$ cat config.mk
export PLATFORM = sky130hd
export DESIGN_NAME = status_event_bank_flat
export DESIGN_NICKNAME = d
export VERILOG_FILES = /design/src/rtl/status_event_bank_if.sv /design/src/rtl/status_event_bank.sv /design/src/flat_wrapper.sv
export SDC_FILE = /design/constraint.sdc
export NUM_CORES = 1
export LEC_CHECK = 0
export CAP_MARGIN = 20
export CELL_PAD_IN_SITES_DETAIL_PLACEMENT = 1
export CELL_PAD_IN_SITES_GLOBAL_PLACEMENT = 1
export CORE_MARGIN = 5
export CORE_UTILIZATION = 25
export CTS_BUF_LIST = sky130_fd_sc_hd__clkbuf_4
export CTS_CLUSTER_DIAMETER = 120
export DETAILED_ROUTE_END_ITERATION = 16
export HOLD_SLACK_MARGIN = 0.03
export MAX_ROUTING_LAYER = met4
export PLACE_DENSITY = 0.68
export SYNTH_ARGS = -nofsm -noshare
export SYNTH_HDL_FRONTEND = slang
export SYNTH_SLANG_ARGS = --single-unit
$ cat constraint.sdc
create_clock -name Clock -period 1.42 [get_ports Clock]
set_clock_uncertainty 0.05 [all_clocks]
set_input_delay 0.213 -clock Clock [delete_from_list [all_inputs] [get_ports Clock]]
set_output_delay 0.213 -clock Clock [all_outputs]
set_load 0.05 [all_outputs]
$ cat src/rtl/status_event_bank_if.sv
// Processor register bus for status_event_bank: select, read/write strobes,
// register index, write data and registered read data.
interface status_event_bank_if #(
   parameter int NUM_CHANNELS = 4,
   parameter int DATA_WIDTH   = 32
);
   localparam int ADDR_WIDTH = $clog2(NUM_CHANNELS + 2);

   logic                  Sys_RegSelect;
   logic                  Sys_RdEn;
   logic                  Sys_WrEn;
   logic [ADDR_WIDTH-1:0] Sys_Addr;
   logic [DATA_WIDTH-1:0] Sys_WrData;
   logic [DATA_WIDTH-1:0] Sys_RdData;

   modport master (
      output Sys_RegSelect, Sys_RdEn, Sys_WrEn, Sys_Addr, Sys_WrData,
      input  Sys_RdData
   );

   modport slave (
      input  Sys_RegSelect, Sys_RdEn, Sys_WrEn, Sys_Addr, Sys_WrData,
      output Sys_RdData
   );
endinterface

$ cat src/rtl/status_event_bank.sv
// Multi-channel event status block: saturating per-channel counters with
// overflow flags, sticky W1C status word, interrupt enable and registered Irq.
module status_event_bank #(
   parameter int                    NUM_CHANNELS = 4,
   parameter int                    COUNT_WIDTH  = 8,
   parameter int                    DATA_WIDTH   = 32,
   parameter logic [NUM_CHANNELS-1:0] CLEAR_MASK = '1
) (
   input  logic                    Clock,
   input  logic                    Reset,
   status_event_bank_if.slave      sys,
   input  logic [NUM_CHANNELS-1:0] Evt_Pulse,
   output logic                    Irq
);
   localparam int ADDR_WIDTH = $clog2(NUM_CHANNELS + 2);
   localparam logic [ADDR_WIDTH-1:0] STATUS_IDX = ADDR_WIDTH'(NUM_CHANNELS);
   localparam logic [ADDR_WIDTH-1:0] IEN_IDX    = ADDR_WIDTH'(NUM_CHANNELS + 1);

   logic [COUNT_WIDTH-1:0]  cnt_q [NUM_CHANNELS];
   logic [COUNT_WIDTH-1:0]  cnt_d [NUM_CHANNELS];
   logic [NUM_CHANNELS-1:0] ovf_q, ovf_d;
   logic [NUM_CHANNELS-1:0] stat_q, stat_d;
   logic [NUM_CHANNELS-1:0] ien_q, ien_d;
   logic [DATA_WIDTH-1:0]   rdata_q, rdata_d;
   logic                    irq_q, irq_d;

   logic                    rd_fire, wr_fire;
   logic [DATA_WIDTH-1:0]   rd_word;
   logic [NUM_CHANNELS-1:0] w1c;
   logic [COUNT_WIDTH-1:0]  base;
   logic                    clr;

   // A write wins over a simultaneous read: the read neither clears nor returns data.
   assign rd_fire = sys.Sys_RegSelect & sys.Sys_RdEn & ~sys.Sys_WrEn;
   assign wr_fire = sys.Sys_RegSelect & sys.Sys_WrEn;

   always_comb begin
      rd_word = '0;
      for (int c = 0; c < NUM_CHANNELS; c++) begin
         if (sys.Sys_Addr == ADDR_WIDTH'(c)) begin
            rd_word[COUNT_WIDTH-1:0] = cnt_q[c];
            rd_word[DATA_WIDTH-1]    = ovf_q[c];
         end
      end
      if (sys.Sys_Addr == STATUS_IDX) rd_word[NUM_CHANNELS-1:0] = stat_q;
      if (sys.Sys_Addr == IEN_IDX)    rd_word[NUM_CHANNELS-1:0] = ien_q;
   end

   always_comb begin
      base  = '0;
      clr   = 1'b0;
      ovf_d = ovf_q;
      for (int c = 0; c < NUM_CHANNELS; c++) begin
         cnt_d[c] = cnt_q[c];
         clr      = rd_fire && (sys.Sys_Addr == ADDR_WIDTH'(c)) && CLEAR_MASK[c];
         base     = clr ? '0 : cnt_q[c];
         ovf_d[c] = clr ? 1'b0 : ovf_q[c];
         if (Evt_Pulse[c]) begin
            if (base != {COUNT_WIDTH{1'b1}}) cnt_d[c] = base + 1'b1;
            else begin
               cnt_d[c] = base;
               ovf_d[c] = 1'b1;
            end
         end else begin
            cnt_d[c] = base;
         end
      end
   end

   always_comb begin
      w1c     = (wr_fire && sys.Sys_Addr == STATUS_IDX) ? sys.Sys_WrData[NUM_CHANNELS-1:0] : '0;
      stat_d  = (stat_q & ~w1c) | Evt_Pulse;
      ien_d   = (wr_fire && sys.Sys_Addr == IEN_IDX) ? sys.Sys_WrData[NUM_CHANNELS-1:0] : ien_q;
      rdata_d = rd_fire ? rd_word : rdata_q;
      irq_d   = |(stat_d & ien_d);
   end

   always_ff @(posedge Clock or negedge Reset) begin
      if (!Reset) begin
         cnt_q   <= '{default: '0};
         ovf_q   <= '0;
         stat_q  <= '0;
         ien_q   <= '0;
         rdata_q <= '0;
         irq_q   <= 1'b0;
      end else begin
         cnt_q   <= cnt_d;
         ovf_q   <= ovf_d;
         stat_q  <= stat_d;
         ien_q   <= ien_d;
         rdata_q <= rdata_d;
         irq_q   <= irq_d;
      end
   end

   assign sys.Sys_RdData = rdata_q;
   assign Irq            = irq_q;
endmodule

$ cat src/flat_wrapper.sv
// flat-port wrapper written by rule: the top's interface ports become plain ports
module status_event_bank_flat 
#(
   parameter int                    NUM_CHANNELS = 4,
   parameter int                    COUNT_WIDTH  = 8,
   parameter int                    DATA_WIDTH   = 32,
   parameter logic [NUM_CHANNELS-1:0] CLEAR_MASK = '1
)
  (Clock, Reset, Evt_Pulse, Irq, sys_Sys_RegSelect, sys_Sys_RdEn, sys_Sys_WrEn, sys_Sys_Addr, sys_Sys_WrData, sys_Sys_RdData);
  status_event_bank_if #(.NUM_CHANNELS(NUM_CHANNELS), .DATA_WIDTH(DATA_WIDTH)) sys_i ();
  input  logic Clock;
  input  logic Reset;
  input  logic [NUM_CHANNELS-1:0] Evt_Pulse;
  output logic Irq;
  input wire logic [$bits(sys_i.Sys_RegSelect)-1:0] sys_Sys_RegSelect;
  input wire logic [$bits(sys_i.Sys_RdEn)-1:0] sys_Sys_RdEn;
  input wire logic [$bits(sys_i.Sys_WrEn)-1:0] sys_Sys_WrEn;
  input wire logic [$bits(sys_i.Sys_Addr)-1:0] sys_Sys_Addr;
  input wire logic [$bits(sys_i.Sys_WrData)-1:0] sys_Sys_WrData;
  output wire logic [$bits(sys_i.Sys_RdData)-1:0] sys_Sys_RdData;
  assign sys_i.Sys_RegSelect = sys_Sys_RegSelect;
  assign sys_i.Sys_RdEn = sys_Sys_RdEn;
  assign sys_i.Sys_WrEn = sys_Sys_WrEn;
  assign sys_i.Sys_Addr = sys_Sys_Addr;
  assign sys_i.Sys_WrData = sys_Sys_WrData;
  assign sys_Sys_RdData = sys_i.Sys_RdData;
  status_event_bank #(.NUM_CHANNELS(NUM_CHANNELS), .COUNT_WIDTH(COUNT_WIDTH), .DATA_WIDTH(DATA_WIDTH), .CLEAR_MASK(CLEAR_MASK)) u_core (.Clock(Clock), .Reset(Reset), .sys(sys_i), .Evt_Pulse(Evt_Pulse), .Irq(Irq));
endmodule
==> summary.md <==
| Metric | Value |
|---|---|
| Clock transition at path regs | 0.18 ns |
| First-pass GRT wire length | 13900 um |
| Drt wl/cell | 16.5 um |
| Vias in the first global route | 2646 |
| Final Cell Area | 3970 um2 |
| Post-synth ARST share | 1.00 |
| Vias per cell | around 4.9 |
| Critical R2R Launch | u_core.cnt_q[7]$_DFF_PN0_ |
| Status | finished, final reports clean |
| CTS root buf | clkbuf_4 |
| Die H | approximately 120 um |
| I/O Buffers | 25 |
| Final setup fails | 0 |
| Critical path endpoint category | flop |
| Arrival time worst endpoint | roughly 1.6 ns |
| Seq/Total Area, Yosys | 0.448 |
| Synthesized instance count | between 200 and 300 |
| Worst EP required | approximately 1.7 ns |
| Sinks on Clock Net | between 50 and 60 |
| Reg area | 1350 um2 |
| Yosys cell types | 51 |
| CTS tree | done |
| Leak pwr | roughly 1.8 nW |
| Detailed Route Iter0 Violations | 173 |
| N_diodes | 0 |
| Final WL | ~8600 um |
| Die area | ~14000 um2 |
| DR vias | 2554 |
| H-Tree Depth | 2 |
| Critical path class | reg -> reg |
| Worst setup SP type | flop |
| Synth Flop Type | dfrtp_1 |
| Max Freq | 717 MHz |
| R2R Setup Slk | 0.02 ns |
| Total track usage | 0.124 |
| Dpl hpwl | between 6000 and 7000 um |
| CP Capture Point | u_core.cnt_q[2]$_DFF_PN0_ |
| # fillers | 1369 |
| Synthesis-stage register bit count | 54 |
| Crit path launch | u_core.cnt_q[7]$_DFF_PN0_ |
| Placement Rows | 40 |
| Final Max Tran Viols | 0 |
| Share of layout cells above drive strength 1 | 0.299 |
| Final min period | 1.40 ns |
| ANT nets after route | 0 |
| Worst skew pair latency | between 0.3 and 0.4 ns |
| # DRC | 0 |
| Initial Util | 0.253 |
| Max Root-Sink Buffers | 2 |
| R2r worst-path depth | 4 |
| IO Pins | between 70 and 80 |
| Final GP Congestion | a little under 0.9 |
| Avg Cell Area, Syn | just over 10 um2 |
| PwrDens | approximately 1400 nW/um2 |
| Worst min path class | in -> async |
| VDD IR max | 0.445 mV |
| Post-synth EDFFs | 0 |
| Core Area | ~12000 um2 |
| Setup TNS | 0 ns |
| Mapped cell area | about 3000 um2 |
| Placed Area | 3730 um2 |
| Max cap viols | 0 |
| R2R Path End | u_core.cnt_q[2]$_DFF_PN0_ |
| Ratio of final minimum period to clock period | 0.983 |
| Initial antenna violation count | 0 |
| Gr ovfl total | 0 |
| Synth warn | 0 |
| Area Growth Syn to Fin | 31.6% |
| Die width | 120 um |
| Pre-antenna DRT Iters | 4 |
| Max FO, Critical Path | 3 |
| Hold_ws | between 0.2 and 0.3 ns |
| Area of the multi-input gates | approximately 1500 um2 |
| Final nets | about 420 |
| CTS Buf Count | 5 |
| RSZ-0062 raised after global routing | yes |
| Fin util | 0.334 |
| Hold Fails Final Rpt | 0 |
| Largest net degree at the start of global routing | 55 |
## registers in the layout, summed over array words and instances, names as in the netlist
register / count
u_core.Irq: 1
u_core.cnt_q: 32
u_core.ien_q: 4
u_core.ovf_q: 4
u_core.stat_q: 4
u_core.sys.Sys_RdData: 9
## report_power, final
part           internal [W]  switching (W)
Sequential          0.00198       0.000485
Clock              0.000203       0.000544
Combinational       0.00127        0.00125
Total               0.00345        0.00228
## how the worst min path moves through the flow
stage | from | slack [ns] | end | cells after the start
global route | Reset | 0.28 | u_core.ien_q[3]$_DFF_PN0_ | 3
CTS | Reset | 0.28 | u_core.ien_q[3]$_DFF_PN0_ | 3
finish | Reset | 0.26 | u_core.ien_q[1]$_DFF_PN0_ | 3
floorplan | Reset | -0.13 | u_core.Irq$_DFF_PN0_ | 0
global placement | Reset | 0.19 | u_core.ien_q[1]$_DFF_PN0_ | 2
detailed placement | Reset | 0.19 | u_core.ien_q[1]$_DFF_PN0_ | 2
## synth_stat cells (2+ instances only)
| library cell | instances | area (um2) |
|---|---|---|
| a21boi_0 | 4 | 30.0 |
| o21ai_0 | 4 | 20.0 |
| and2_1 | 4 | 25.0 |
| xor2_1 | 2 | 17.5 |
| nand2_1 | 12 | 45.0 |
| buf_6 | 3 | 33.8 |
| o22ai_1 | 4 | 25.0 |
| and3_1 | 7 | 43.8 |
| inv_1 | 6 | 22.5 |
| nand3_1 | 6 | 30.0 |
| clkbuf_1 | 3 | 11.3 |
| a31oi_1 | 9 | 56.3 |
| buf_4 | 24 | 180 |
| mux2i_1 | 9 | 90.1 |
| a41oi_1 | 3 | 26.3 |
| a21oi_1 | 20 | 100 |
| dfrtp_1 | 54 | 1350 |
| mux2_2 | 3 | 33.8 |
| a22oi_1 | 4 | 30.0 |
| buf_2 | 4 | 20.0 |
| mux4_2 | 3 | 67.6 |
| nor2b_1 | 5 | 31.3 |
| nor2_1 | 32 | 120 |
| o21a_1 | 2 | 15.0 |
| nor3b_1 | 2 | 15.0 |
| nand4_1 | 6 | 37.5 |
| nor3_1 | 12 | 60.1 |
| a221o_1 | 4 | 40.0 |
| and4_1 | 7 | 61.3 |
| or2_2 | 9 | 56.3 |
| a211oi_1 | 10 | 75.1 |
## timing repair
action / 4_1_cts / 5_1_grt
pin swaps: 1 / 5
endpoints found under the setup margin: 28 / 20
resized for setup: 9 / 15
cloned: 1 / 1
hold buffers: 1 / 0
setup buffers: 4 / 5
hold endpoints to repair: 54 / 0
## cell usage in the layout (no fill, tap or decap), types with 4 or more instances in the layout
cell,instances
a21boi_0,4
a31oi_1,9
and4_1,4
conb_1,23
and2_1,4
inv_1,6
nor3_1,11
nor2_1,31
nand4_1,6
clkbuf_4,5
a221o_1,4
nand2_1,12
dfrtp_1,53
buf_12,13
or2_2,9
o22ai_1,4
clkdlybuf4s50_1,12
buf_4,49
a21oi_1,20
nor2b_1,4
a211oi_1,8
and3_1,5
nand3_1,5
a22oi_1,4
mux2i_1,9
## worst max-delay path, cell delays in order, from the launching register on
cell	delay [ns]
dfrtp_1	0.41
and4_1	0.25
and3_1	0.23
nor3b_2	0.24
a211oi_1	0.12
## cell families (layout without fill, tap and decap cells)
| kind of cell | count (synthesis) | in the layout | synth area share |
|---|---|---|---|
| AND/OR/NAND/NOR | 111 | 112 | 0.217 |
| AO/OA/AOI/OAI | 70 | 70 | 0.155 |
| flip-flops | 54 | 54 | 0.448 |
| buffers and inverters | 42 | 96 | 0.0966 |
| multiplexers | 17 | 17 | 0.0771 |
| XOR/XNOR | 2 | 2 | 0.00581 |
| other | 1 | 23 | 0.00124 |
## per-layer routing
| metal | up-vias | part of all wire | GRT usage |
|---|---|---|---|
| li1 | 1201 | - | - |
| met1 | 1273 | 0.46 | 0.161 |
| met2 | 72 | 0.49 | 0.198 |
| met3 | 8 | 0.040 | 0.0221 |
| met4 | 0 | 0.017 | 0.0358 |
| met5 | - | 0 | - |
## layout make-up
class / instances / area share
clock buffers: 5 / 0.00945
clock inverters: 3 / 0.00630
inverters: 7 / 0.00661
multi-input cells: 224 / 0.381
flip-flops and latches: 54 / 0.340
well taps: 147 / 0.0463
repair buffers: 81 / 0.209
## stage by stage
step                std cells  power (W)  setup WS [ns]
CTS                       515    0.00561        0.00390
global placement          501    0.00468         -0.529
global route              521    0.00608        -0.0463
floorplan                 319    0.00364         0.0421
finish                    521    0.00573         0.0247
detailed placement        501    0.00478         -0.565
No activity file was read; power rests on OpenSTA's default activity.
